<file path="config.mk">
export PLATFORM = sky130hd
export DESIGN_NAME = stream_pool2x2
export DESIGN_NICKNAME = d
export VERILOG_FILES = /design/src/rtl/stream_pool2x2.sv
export SDC_FILE = /design/constraint.sdc
export NUM_CORES = 1
export LEC_CHECK = 0
export CAP_MARGIN = 25
export CELL_PAD_IN_SITES_DETAIL_PLACEMENT = 0
export CELL_PAD_IN_SITES_GLOBAL_PLACEMENT = 1
export CORE_MARGIN = 2
export CORE_UTILIZATION = 40
export CTS_CLUSTER_SIZE = 14
export DETAILED_ROUTE_END_ITERATION = 6
export DONT_BUFFER_PORTS = 1
export PLACE_DENSITY = 0.7
export SLEW_MARGIN = 10
export SYNTH_ARGS = -nofsm -noshare
export SYNTH_HDL_FRONTEND = slang
export SYNTH_SLANG_ARGS = --single-unit
</file>
<file path="constraint.sdc">
create_clock -name clk -period 12.2 [get_ports clk]
set_input_delay 1.83 -clock clk [delete_from_list [all_inputs] [get_ports clk]]
set_output_delay 1.83 -clock clk [all_outputs]
set_load 0.1 [all_outputs]
</file>
<file path="src/rtl/stream_pool2x2.sv">
// stream_pool2x2: streaming 2x2 stride-2 max/average pooling engine.
// Even-row pair results wait in a half-width line buffer for the odd row.
module stream_pool2x2 #(
    parameter int DATA_W = 8,
    parameter int IMG_W  = 28,
    parameter int IMG_H  = 28,
    parameter bit SIGNED = 1'b0
) (
    input  logic              clk,
    input  logic              rst_n,
    input  logic              mode,
    input  logic              in_valid,
    output logic              in_ready,
    input  logic [DATA_W-1:0] in_data,
    input  logic              in_sof,
    output logic              out_valid,
    input  logic              out_ready,
    output logic [DATA_W-1:0] out_data,
    output logic              out_last
);
    localparam int CW = (IMG_W > 2) ? $clog2(IMG_W) : 2;
    localparam int RW = $clog2(IMG_H);
    localparam int PW = DATA_W + 1;
    localparam int SW = DATA_W + 2;
    localparam int LD = IMG_W / 2;
    localparam logic [CW-1:0] COL_MAX = CW'(IMG_W - 1);
    localparam logic [RW-1:0] ROW_MAX = RW'(IMG_H - 1);

    logic [CW-1:0]     col;
    logic [CW-1:0]     ecol;
    logic [RW-1:0]     row;
    logic [RW-1:0]     erow;
    logic              mode_q;
    logic              emode;
    logic              accept;
    logic              first;
    logic [DATA_W-1:0] hold;
    logic [PW-1:0]     linebuf [LD];
    logic [PW-1:0]     lb_rd;
    logic [PW-1:0]     px_e;
    logic [PW-1:0]     hd_e;
    logic [PW-1:0]     pair;
    logic [SW-1:0]     sum;
    logic [DATA_W-1:0] result;

    function automatic logic [PW-1:0] ext(input logic [DATA_W-1:0] x);
        return {SIGNED & x[DATA_W-1], x};
    endfunction

    // Flipping the sign bit turns a signed compare into an unsigned one.
    function automatic logic gt(input logic [PW-1:0] a,
                                input logic [PW-1:0] b);
        return {a[PW-1] ^ SIGNED, a[PW-2:0]} >
               {b[PW-1] ^ SIGNED, b[PW-2:0]};
    endfunction

    assign in_ready = !out_valid || out_ready;
    assign accept   = in_valid && in_ready;
    assign first    = in_sof || (row == '0 && col == '0);
    assign ecol     = in_sof ? '0 : col;
    assign erow     = in_sof ? '0 : row;
    assign emode    = first ? mode : mode_q;
    assign lb_rd    = linebuf[ecol[CW-1:1]];

    always_comb begin
        px_e = ext(in_data);
        hd_e = ext(hold);
        if (emode) pair = hd_e + px_e;
        else       pair = gt(px_e, hd_e) ? px_e : hd_e;
        sum = {pair[PW-1] & SIGNED, pair}
            + {lb_rd[PW-1] & SIGNED, lb_rd};
        if (emode) result = sum[SW-1:2];
        else       result = gt(pair, lb_rd) ? pair[DATA_W-1:0]
                                            : lb_rd[DATA_W-1:0];
    end

    always_ff @(posedge clk or negedge rst_n) begin
        if (!rst_n) begin
            col    <= '0;
            row    <= '0;
            mode_q <= 1'b0;
            hold   <= '0;
        end else if (accept) begin
            mode_q <= emode;
            if (!ecol[0]) hold <= in_data;
            if (ecol == COL_MAX) begin
                col <= '0;
                row <= (erow == ROW_MAX) ? '0 : erow + 1'b1;
            end else begin
                col <= ecol + 1'b1;
                row <= erow;
            end
        end
    end

    always_ff @(posedge clk) begin
        if (accept && ecol[0] && !erow[0])
            linebuf[ecol[CW-1:1]] <= pair;
    end

    always_ff @(posedge clk or negedge rst_n) begin
        if (!rst_n) begin
            out_valid <= 1'b0;
            out_data  <= '0;
            out_last  <= 1'b0;
        end else if (accept && ecol[0] && erow[0]) begin
            out_valid <= 1'b1;
            out_data  <= result;
            out_last  <= (ecol == COL_MAX) && (erow == ROW_MAX);
        end else if (out_ready) begin
            out_valid <= 1'b0;
        end
    end
endmodule

</file>
---- After elaboration in Yosys (flattened, before gate mapping) ----
Memory sizes are Yosys's and may differ from the RTL's.
Index checks and enable logic that the tools add are counted.
storage, ports and cells
  register bits after elaboration ......... 29
  bits in writable memories ............... 126
  bits of input ports ..................... 14
  output and inout bits ................... 11
  logic and storage cells ................. 45
  memories kept ........................... 1
cells by class
  $add $sub $neg .......................... 4
  order comparisons ....................... 2
  equality and inequality tests ........... 2
  mux-type cells .......................... 14
  bitwise gates (word level) .............. 1
  reductions and logical operators ........ 14
memory list
  name     depth  bits a word  read ports  clocked after memory_dff  write ports  RTL line  RTL
  linebuf  14     9            1           0                         1            38        logic [PW-1:0] linebuf [LD];
operators with widths
  operator             number
  $mux 5               5
  $mux 8               3
  $add 5x1->5 const B  2
  $add 9x9->10         1
  $eq 5x5->1 const B   2
  $logic_not 5->1      2
  $add 8x8->9          1
  $gt 9x9->1           1
  $mux 9               1
  $gt 8x8->1           1
  $logic_and 1x1->1    6
  $mux 1               5
  $logic_not 1->1      2
  $logic_or 1x1->1     2
  $reduce_and 2->1     1
  $reduce_bool 2->1    1
  $not 1->1            1

---- Depth between registers and ports, before layout ----
  depth in word-level cells ............... 8
  gate-level depth with buffers ........... 19
  gate-level depth less buffers ........... 17

---- Worst setup path after synthesis ----
OpenSTA, ideal clock, no wires.
  kind .................................... input to register
  start ................................... input port in_data[5]
  end ..................................... register out_data[6]
  setup time .............................. 0.126 ns
  data arrival time ....................... 5.513 ns
  required time ........................... 12.074 ns
  path slack .............................. 6.561 ns
  cell stages on the path ................. 14
  path buffers ............................ 0
  cell sequence ........................... ha_1 -> a211oi_1 -> nor2_1 -> o31ai_4 -> mux2i_1 -> o21ai_0 -> ha_1 -> inv_1 -> a21oi_1 -> o211a_1 -> o41ai_1 -> xnor2_1 -> a221oi_2 -> a21oi_1
between the ends
  longest elaborated chain between the ends .. 6
  elaborated cells between the ends (all ways) .. 8
  classes of those cells .................. add/sub: 2; order compare: 2; mux: 4
ends and longest elaborated chain
  item                  RTL line  RTL
  from (decl)           14        input logic [DATA_W-1:0] in_data,
  $gt 8x8->1 *          53        return {a[PW-1] ^ SIGNED, a[PW-2:0]} >
  $mux 8 *              69        else pair = gt(px_e, hd_e) ? px_e : hd_e;
  $mux 9 *              68        if (emode) pair = hd_e + px_e;
  net pair[3]           42        logic [PW-1:0] pair;
  $gt 9x9->1            53
  $mux 8                73        else result = gt(pair, lb_rd) ? pair[DATA_W-1:0]
  $mux 8 *              72        if (emode) result = sum[SW-1:2];
  to (signal assigned)  108       out_data <= result;
  to (decl)             18        output logic [DATA_W-1:0] out_data,
Mark *: on every way through the listed nets, which the timed path passes. The rest lies on a longest branch.
A chain may end at the register's enable or synchronous reset.

---- Final worst setup path ----
Same ends and word-level chain as after synthesis.

==> metrics.csv <==
metric,value,unit
critPathRequiredTime,12.51,ns
final_core_util,0.4539,
async_flop_share,0.1871,
min_path_cells,2,
ff2ff_setup_slack,7.48,ns
antenna_found_initial,0,
multi_input_area,0.002917,mm2
r2r_end,out_data[5],
ys_types,60,
syn_area,0.007676,mm2
rows,50,
ctsHtreeMaxLevel,4,
ys_top_cells_by_area,"edfxtp_1 49%, dfrtp_1 9.5%, ha_1 6.0%",
intPower,1.050,mW
power_switching,480.9,uW
synth_top_family_by_area,compound AO/OA/AOI/OAI gates,
io_pins,25,
synth_top_area_share,0.4929,
cts_resized,0,
crit_type,in2reg,
port_buffers,0,
finalSetupViolCount,0,
p_clk_frac,0.332,
fill_cells,1657,
cts_tree,built,
route.detailed.drc,0,
power-per-cell-area,179.7,mW/mm2
viasPerCell,5.867,
dp_slack,6.306,ns
synthSimpleGateAreaFrac,0.08590,
chipWidth,142.5,um
synth_seq_cells,155,
worstPathMaxFanout,16,
synth_fa_ha_area_frac,0.06292,
hold_path_class,reg2reg,
rsz0062_at_grt,no,
skew,0.008325,ns
drive_gt1_frac,0.1272,
hp-start,mode_q,
ys.flop_type,edfxtp_1,
path_clk_slew,0.07,ns
leakage,3.129,nW
critPathCaptureType,register,
dieArea,0.02031,mm2
status,completed,
gp_congestion,0.8928,
layout_commonest_cell,edfxtp_1,
synth-compound-area-share,0.1407,
comb_power_share,0.256,
switching_share,0.3141,
grt_first_pass_wirelength,28810,um
grt_usage,0.1909,
regArea,0.004512,mm2
cts_buffers,17,
routedWlPerCell,21.75,um
cts_buffer_depth,2,
cts_sinks,155,
cts_setup_buffers,0,
drtIter0Drc,459,
relSlewSlack,0.2667,
synth_top_area_cell,edfxtp_1,
final.period_utilization,0.4482,
synthXorXnorAreaFrac,0.01255,
die_h,142.5,um
fmax,182.9,MHz
grt-ovfl-total,0,
core_area,0.01877,mm2
via_count,5063,
start_util,0.4090,
placed_cell_area,0.007935,mm2
cts_hold_buf,0,
final.setup.tns,0,ns
final_cell_mix,"126 x edfxtp_1, 42 x nand2_1, 38 x nor2_1",
min_period,5.468,ns
r2r_start,col[1],
grt_pass1_vias,5033,
clockRootBuffer,clkbuf_16,
maxSlewViolCount,0,
clkLatencyLatePin,0.43,ns
yosysSeqAreaShare,0.5874,
drt_pass1_iterations,5,
hpwl,12430,um
syn_nets,665,
netlist_instances,613,
area_growth,10.97,%
final_cell_count_no_fill,863,
r2r_cells,16,
setup_ws,6.732,ns
totalWireLength,18770,um
postRouteAntennaNets,0,
placed_cells,829,
tightest_slew,1.100,ns
syn_area_per_cell,12.52,um2
ir_worst_vdd,0.1135,mV
drv_cap,0,
nets,668,
yosys_warnings,0,
cp.arrival,5.78,ns
seqPwrFrac,0.412,
synth.area.mux_share,0.07661,
final_area,0.008518,mm2
hold_viol,0,
start_kind,primary input,
synth_edf_count,126,
hold_path_end,mode_q,
antenna_cells,0,
grt_max_degree,51,
per-layer routing:
metal | up-vias | GRT usage | routed length, um
met3 | 23 | 0.03365 | 919
li1 | 2334 | - | -
met1 | 2560 | 0.2608 | 8394
met5 | - | 0 | 0
met2 | 146 | 0.3054 | 9114
met4 | 0 | 0.07243 | 339
worst max-delay path, cell delays in order:
cell and delay, ns:
ha_1 0.33, a211oi_1 0.26, nor2_1 0.11, o31ai_4 0.55, mux2_2 0.44, nand2_1 0.07, o21ai_1 0.05, buf_4 0.21
ha_1 0.40, nor3_1 0.19, o21ai_0 0.11, o211a_1 0.18, o41ai_1 0.49, xnor2_1 0.16, a221oi_2 0.29, a21oi_1 0.10
logic make-up (layout without fill, tap and decap cells):
| logic type | Yosys count | in the layout |
|---|---|---|
| and+or+nand+nor | 138 | 138 |
| DFF | 155 | 155 |
| muxes | 52 | 52 |
| buffers and inverters | 62 | 78 |
| AOI/OAI and AO/OA | 157 | 157 |
| adders and majority gates | 38 | 38 |
| xor gates and xnor gates | 11 | 11 |
stage by stage:
stage	total power, mW	hold slack (ns)
final	1.531	0.5147
after global routing	1.594	0.5578
after CTS	1.535	0.5169
after detailed placement	1.030	0.5024
after global placement	1.022	0.4841
after floorplan	0.9131	0.4656
synthesized netlist by cell type (8+ instances only):
library cell / number
edfxtp_1: 126
nand2_1: 42
nor2_1: 38
a21oi_1: 37
ha_1: 37
mux2i_1: 34
o21ai_0: 31
dfrtp_1: 29
inv_1: 29
a221oi_1: 19
clkbuf_1: 16
mux2_2: 14
nor2b_1: 12
a211oi_1: 10
buf_2: 10
nand2b_1: 9
nand3_1: 9
o22ai_1: 9
a22oi_1: 8
xnor2_1: 8
worst max path at each step:
stage | from | to | slack [ns] | depth (start not counted)
4_1_cts | in_data[1] | out_data[6] | 6.75 | 17
2_1_floorplan | in_data[5] | out_data[6] | 6.56 | 14
3_5_place_dp | in_data[1] | out_data[6] | 6.31 | 17
3_3_place_gp | in_data[5] | out_data[6] | 6.14 | 14
5_1_grt | in_data[1] | out_data[6] | 6.57 | 15
6_report | in_data[5] | out_data[6] | 6.73 | 16
flip-flops by register name, indices dropped and copies added (netlist names):
| signal | count |
|---|---|
| hold | 8 |
| out_valid | 1 |
| out_last | 1 |
| mode_q | 1 |
| out_data | 8 |
| row | 5 |
| linebuf | 126 |
| col | 5 |
final cells by class:
cell class,instances,share of cell area
Clock inverter,14,0.01630
Timing Repair Buffer,14,0.01278
Inverter,32,0.01410
Clock buffer,18,0.05038
Sequential cell,155,0.5297
Multi-Input combinational cell,396,0.3424
Tap cell,234,0.03437
power groups by stage:
stage          Combinational (mW)  Sequential, mW  Clock [mW]
4_1_cts                     0.391           0.630       0.514
5_1_grt                     0.429           0.632       0.533
6_report                    0.391           0.631       0.509
2_1_floorplan               0.273           0.640           0
3_3_place_gp                0.381           0.641           0
3_5_place_dp                0.389           0.641           0
Power figures use the tool's default switching activity.
